**config.mk**
```make
export PLATFORM = sky130hd
export DESIGN_NAME = bus_cycle_controller
export DESIGN_NICKNAME = d
export VERILOG_FILES = /design/src/rtl/bus_cycle_controller.sv
export SDC_FILE = /design/constraint.sdc
export NUM_CORES = 1
export LEC_CHECK = 0
export CORE_MARGIN = 2
export CORE_UTILIZATION = 35
export CTS_CLUSTER_DIAMETER = 80
export DETAILED_ROUTE_END_ITERATION = 8
export GPL_TIMING_DRIVEN = 0
export PLACE_DENSITY = 0.6
export SETUP_SLACK_MARGIN = 0.15
export SYNTH_ARGS = -nofsm -noshare
export SYNTH_HDL_FRONTEND = slang
export SYNTH_SLANG_ARGS = --single-unit
```
**constraint.sdc**
```tcl
create_clock -name CLK -period 1.95 [get_ports CLK]
set_clock_uncertainty 0.15 [all_clocks]
set_input_delay 0.195 -clock CLK [delete_from_list [all_inputs] [get_ports CLK]]
set_output_delay 0.195 -clock CLK [all_outputs]
set_load 0.1 [all_outputs]
```
**src/rtl/bus_cycle_controller.sv**
```systemverilog
// 8088 minimum-mode bus cycle sequencer: address latch, region decode, wait-state insertion.
// Optional BUS_TIMEOUT_EN adds a per-cycle watchdog that forces the cycle back to IDLE.
`timescale 1ns/1ps
module bus_cycle_controller #(
  parameter logic [79:0] REGION_BASE    = {20'h00090, 20'h00080, 20'hF0000, 20'h00000},
  parameter logic [79:0] REGION_MASK    = {20'hFFFF0, 20'hFFFF0, 20'hF0000, 20'hF0000},
  parameter logic [3:0]  REGION_IO      = 4'b1100,
  parameter logic [15:0] REGION_WS      = {4'd3, 4'd1, 4'd2, 4'd0},
  parameter int          TIMEOUT_CYCLES = 64
) (
  input  logic        CLK,
  input  logic        RESET,
  input  logic        ALE,
  input  logic        IOM,
  input  logic        RD,
  input  logic        WR,
  input  logic [7:0]  AD,
  input  logic [11:0] A,
  output logic [19:0] Address,
  output logic [3:0]  CS,
  output logic        READY,
  output logic        MISS,
  output logic        BUSY,
  output logic        TIMEOUT,
  output logic [2:0]  dbg_state
);

  typedef enum logic [2:0] {
    S_IDLE  = 3'd0,
    S_LATCH = 3'd1,
    S_ARMED = 3'd2,
    S_WAIT  = 3'd3,
    S_XFER  = 3'd4
  } state_t;

  if (TIMEOUT_CYCLES < 2 || TIMEOUT_CYCLES > 255) begin : g_timeout_range
    $error("TIMEOUT_CYCLES must be within 2..255");
  end

  state_t     state;
  logic       iom_q;
  logic [3:0] wcnt;
  logic       strobe;
  logic [3:0] hit_cs;
  logic [3:0] hit_ws;
  logic       hit_any;

  // RD and WR low together count as one strobe.
  assign strobe    = !RD || !WR;
  assign dbg_state = state;

  // Walk regions high to low so the lowest-index hit is the one that sticks.
  always_comb begin
    hit_cs  = 4'b0000;
    hit_ws  = 4'd0;
    hit_any = 1'b0;
    for (int i = 3; i >= 0; i--) begin
      if (((Address & REGION_MASK[i*20 +: 20]) ==
           (REGION_BASE[i*20 +: 20] & REGION_MASK[i*20 +: 20])) &&
          (REGION_IO[i] == !iom_q)) begin
        hit_cs  = 4'b0001 << i;
        hit_ws  = REGION_WS[i*4 +: 4];
        hit_any = 1'b1;
      end
    end
  end

`ifdef BUS_TIMEOUT_EN
  logic [7:0] tcnt;
  logic       active;
  logic       timeout_hit;

  assign active      = (state == S_ARMED) || (state == S_WAIT) || (state == S_XFER);
  assign timeout_hit = active && (tcnt == 8'(TIMEOUT_CYCLES));
`endif

  always_ff @(posedge CLK) begin
    if (!RESET) begin
      state   <= S_IDLE;
      Address <= 20'h00000;
      iom_q   <= 1'b0;
      CS      <= 4'b0000;
      READY   <= 1'b1;
      MISS    <= 1'b0;
      BUSY    <= 1'b0;
      wcnt    <= 4'd0;
`ifdef BUS_TIMEOUT_EN
      tcnt    <= 8'd0;
      TIMEOUT <= 1'b0;
`endif
    end else begin
      MISS <= 1'b0;
`ifdef BUS_TIMEOUT_EN
      TIMEOUT <= 1'b0;
`endif
      if (ALE) begin
        // ALE wins in every state, aborting whatever cycle was in flight.
        Address <= {A, AD};
        iom_q   <= IOM;
        CS      <= 4'b0000;
        READY   <= 1'b1;
        BUSY    <= 1'b1;
        wcnt    <= 4'd0;
        state   <= S_LATCH;
`ifdef BUS_TIMEOUT_EN
        tcnt    <= 8'd0;
`endif
      end else begin
        case (state)
          S_IDLE: begin
            BUSY <= 1'b0;
          end
          S_LATCH: begin
            if (hit_any) begin
              CS    <= hit_cs;
              state <= S_ARMED;
            end else begin
              MISS  <= 1'b1;
              BUSY  <= 1'b0;
              state <= S_IDLE;
            end
          end
          S_ARMED: begin
            if (strobe) begin
              if (hit_ws == 4'd0) begin
                state <= S_XFER;
              end else begin
                wcnt  <= hit_ws;
                READY <= 1'b0;
                state <= S_WAIT;
              end
            end
          end
          S_WAIT: begin
            // The counted wait always completes, even if the strobe has gone away.
            if (wcnt == 4'd1) begin
              wcnt  <= 4'd0;
              READY <= 1'b1;
              state <= S_XFER;
            end else begin
              wcnt <= wcnt - 4'd1;
            end
          end
          S_XFER: begin
            if (!strobe) begin
              CS    <= 4'b0000;
              BUSY  <= 1'b0;
              state <= S_IDLE;
            end
          end
          default: begin
            CS    <= 4'b0000;
            READY <= 1'b1;
            BUSY  <= 1'b0;
            state <= S_IDLE;
          end
        endcase
`ifdef BUS_TIMEOUT_EN
        if (active) begin
          tcnt <= tcnt + 8'd1;
        end
        if (timeout_hit) begin
          CS      <= 4'b0000;
          READY   <= 1'b1;
          BUSY    <= 1'b0;
          wcnt    <= 4'd0;
          TIMEOUT <= 1'b1;
          state   <= S_IDLE;
        end
`endif
      end
    end
  end

`ifndef BUS_TIMEOUT_EN
  assign TIMEOUT = 1'b0;
`endif

endmodule

```
==> out/metrics.csv <==
metric,value,unit
family with the most delay on the worst path,buffers and inverters,
clock-pin transition on the worst setup and hold timing paths,0.07,ns
mapped cell area,1689,um^2
unrepaired setup endpoints after global routing,true,
CTS tree,done,
Worst-Skew Late Latency,0.28,ns
Pleak,0.0009504,uW
final setup vio count,0,
multi-input logic area,915.9,um^2
CTS buffer count,5,
Avg Inst Size Synth,9.543,um^2
"Slowest-stage cell, CP",clkdlybuf4s15_1,
Max Clk Rate,573.4,MHz
diodes inserted,0,
initial DRC count,85,
crit path DAT,1.40,ns
maxcap violations,0,
GR Overflow Total,0,
routed len/inst,13.63,um
crit end category,output port,
Power Density,719.1,nW/um^2
dominant synthesized flop cell,dfxtp_1,
cts hold-fix bufs,0,
CP bufs+invs,1,
Row Count,25,
fillers,459,
GRT Total Usage,16.65,%
register area,730.7,um^2
Final Hold Violating Endpoints,0,
clock sinks,35,
Netlist cell types,47,
first drt pass iteration count,4,
async set-or-reset flop fraction in the synthesized netlist,0,%
DR DRC count,0,
clk buf depth,2,
largest net degree at the start of global routing,11,
crit-path cells,clkdlybuf4s15_1,
slack of the worst reg-to-reg path,0.31,ns
Worst Path Max Fanout,1,
area delta synth->final,46.52,%
Die W,73.47,um
"Req. time, crit path",1.60,ns
final wirelength,4021,um
DR vias,1514,
Final Slew Violations,0,
root buf cell,clkbuf_8,
"Worst Path Class, Setup",reg2out,
Core Region,4692,um^2
fin cells,295,
Port Buffers,54,
initial antenna violation count,0,
sequential fraction of the synthesis area,41.48,%
H-Tree Depth,2,
die area,5398,um^2
NumNets Final,268,
Post-DP HPWL,2965,um
DIE HEIGHT,73.47,um
I/O pins,57,
HP Class,in2reg,
vias in the first global route,1460,
status,finished clean,
most frequent cells in the layout,"25 x clkdlybuf4s15_2, 24 x clkdlybuf4s50_1, 22 x nor2b_1",
"most common cell after layout, fill and taps aside",clkdlybuf4s15_2,
Post-synth EDFFs,0,
Final Cycle Share,89.44,%
Final min period,1.744,ns
Rel. slew slack,37.37,%
routed vias/inst,5.132,
first-pass GRT wire length,7010,um
number of antenna-violating nets in the routed design,0,
Yosys reg bits,35,
post-synthesis cell count,177,
synthesis warning total,0,
syn_nets,205,
Worst setup SP type,register,
Placer Congestion,0.8302,
CP peak stage delay,0.81,ns
total power,1780,uW
Initial Util,36.00,%
post-placement cell count,285,
layout cells sized above 1,31.95,%
Slew @ Worst Pin,0.9432,ns
setup TNS,0,ns
Max IR drop VDD,0.4310,mV
[cell families after synthesis]
| logic type | synth area share [%] |
|---|---|
| AOI/OAI and AO/OA | 18.22 |
| adders and majority gates | 1.481 |
| buffers and inverters | 5.556 |
| DFF | 41.48 |
| muxes | 12.44 |
| other | 0.2220 |
| and+or+nand+nor | 20.59 |
[cell type report]
class	count	share of cell area (%)
Clock buffer	8	4.044
Buffer	11	2.730
Multi-Input combinational cell	124	37.01
Inverter	7	1.062
Tap cell	54	2.730
Timing Repair Buffer	56	22.90
Sequential cell	35	29.52
[sequential cells by signal, summed over array words and instances (netlist names)]
name       flops
Address       20
CS             4
wcnt           4
dbg_state      3
BUSY           1
MISS           1
READY          1
iom_q          1
[routing by layer]
metal  part of all wire [%]  routed length [um]  GRT usage (%)
met5                      0                   0              0
met4                    1.1                  45          5.455
met3                    7.2                 290          4.938
met2                     43                1731          24.11
met1                     49                1953          23.55
[final timing paths]
| kind | from | endpoint | cells past startpoint |
|---|---|---|---|
| worst max-delay path | MISS$_SDFF_PP0_ | MISS | 1 |
| worst min-delay path | ALE | Address[19]$_SDFFE_PN0P_ | 3 |
| worst max register to register | dbg_state[2]$_SDFFE_PP0P_ | wcnt[2]$_SDFFE_PP0P_ | 5 |
| worst min register to register | CS[2]$_SDFFE_PP0P_ | CS[2]$_SDFFE_PP0P_ | 2 |
[cell usage after synthesis (3+ instances only)]
cell type  number  area share [%]
o22ai_1         3             1.1
buf_2           6             1.8
mux2i_1        21              12
dfxtp_1        35              41
nor2_1          6             1.3
o21ai_0         7             2.1
inv_1           6             1.3
nand2_1         9             2.0
o21a_1          4             1.8
nand4_1         3             1.1
a21oi_1        10             3.0
nor2b_1        22             8.1
[power by group]
group          internal [uW]  switching, uW
Combinational            143            293
Clock                    322            247
Sequential               746           29.9
Total                   1210            569
[repair_timing]
action | 4_1_cts | 5_1_grt
setup buffers | 0 | 2
endpoints found under the setup margin | 38 | 16
gates resized for setup | 83 | 9
pin swaps | 1 | 3
[per-stage QoR]
step	instance area [um^2]	worst slack [ns]	hold WS, ns	utilization [%]
after floorplan	1719	0.1657	0.1730	-
after global placement	2327	0.05687	0.3051	49.60
after detailed placement	2327	0.05397	0.2998	49.60
after CTS	2456	0.01465	0.1540	52.35
after global routing	2475	0.1394	0.1969	52.75
final	2475	0.2059	0.1665	52.75
No activity file was read; power rests on OpenSTA's default activity.
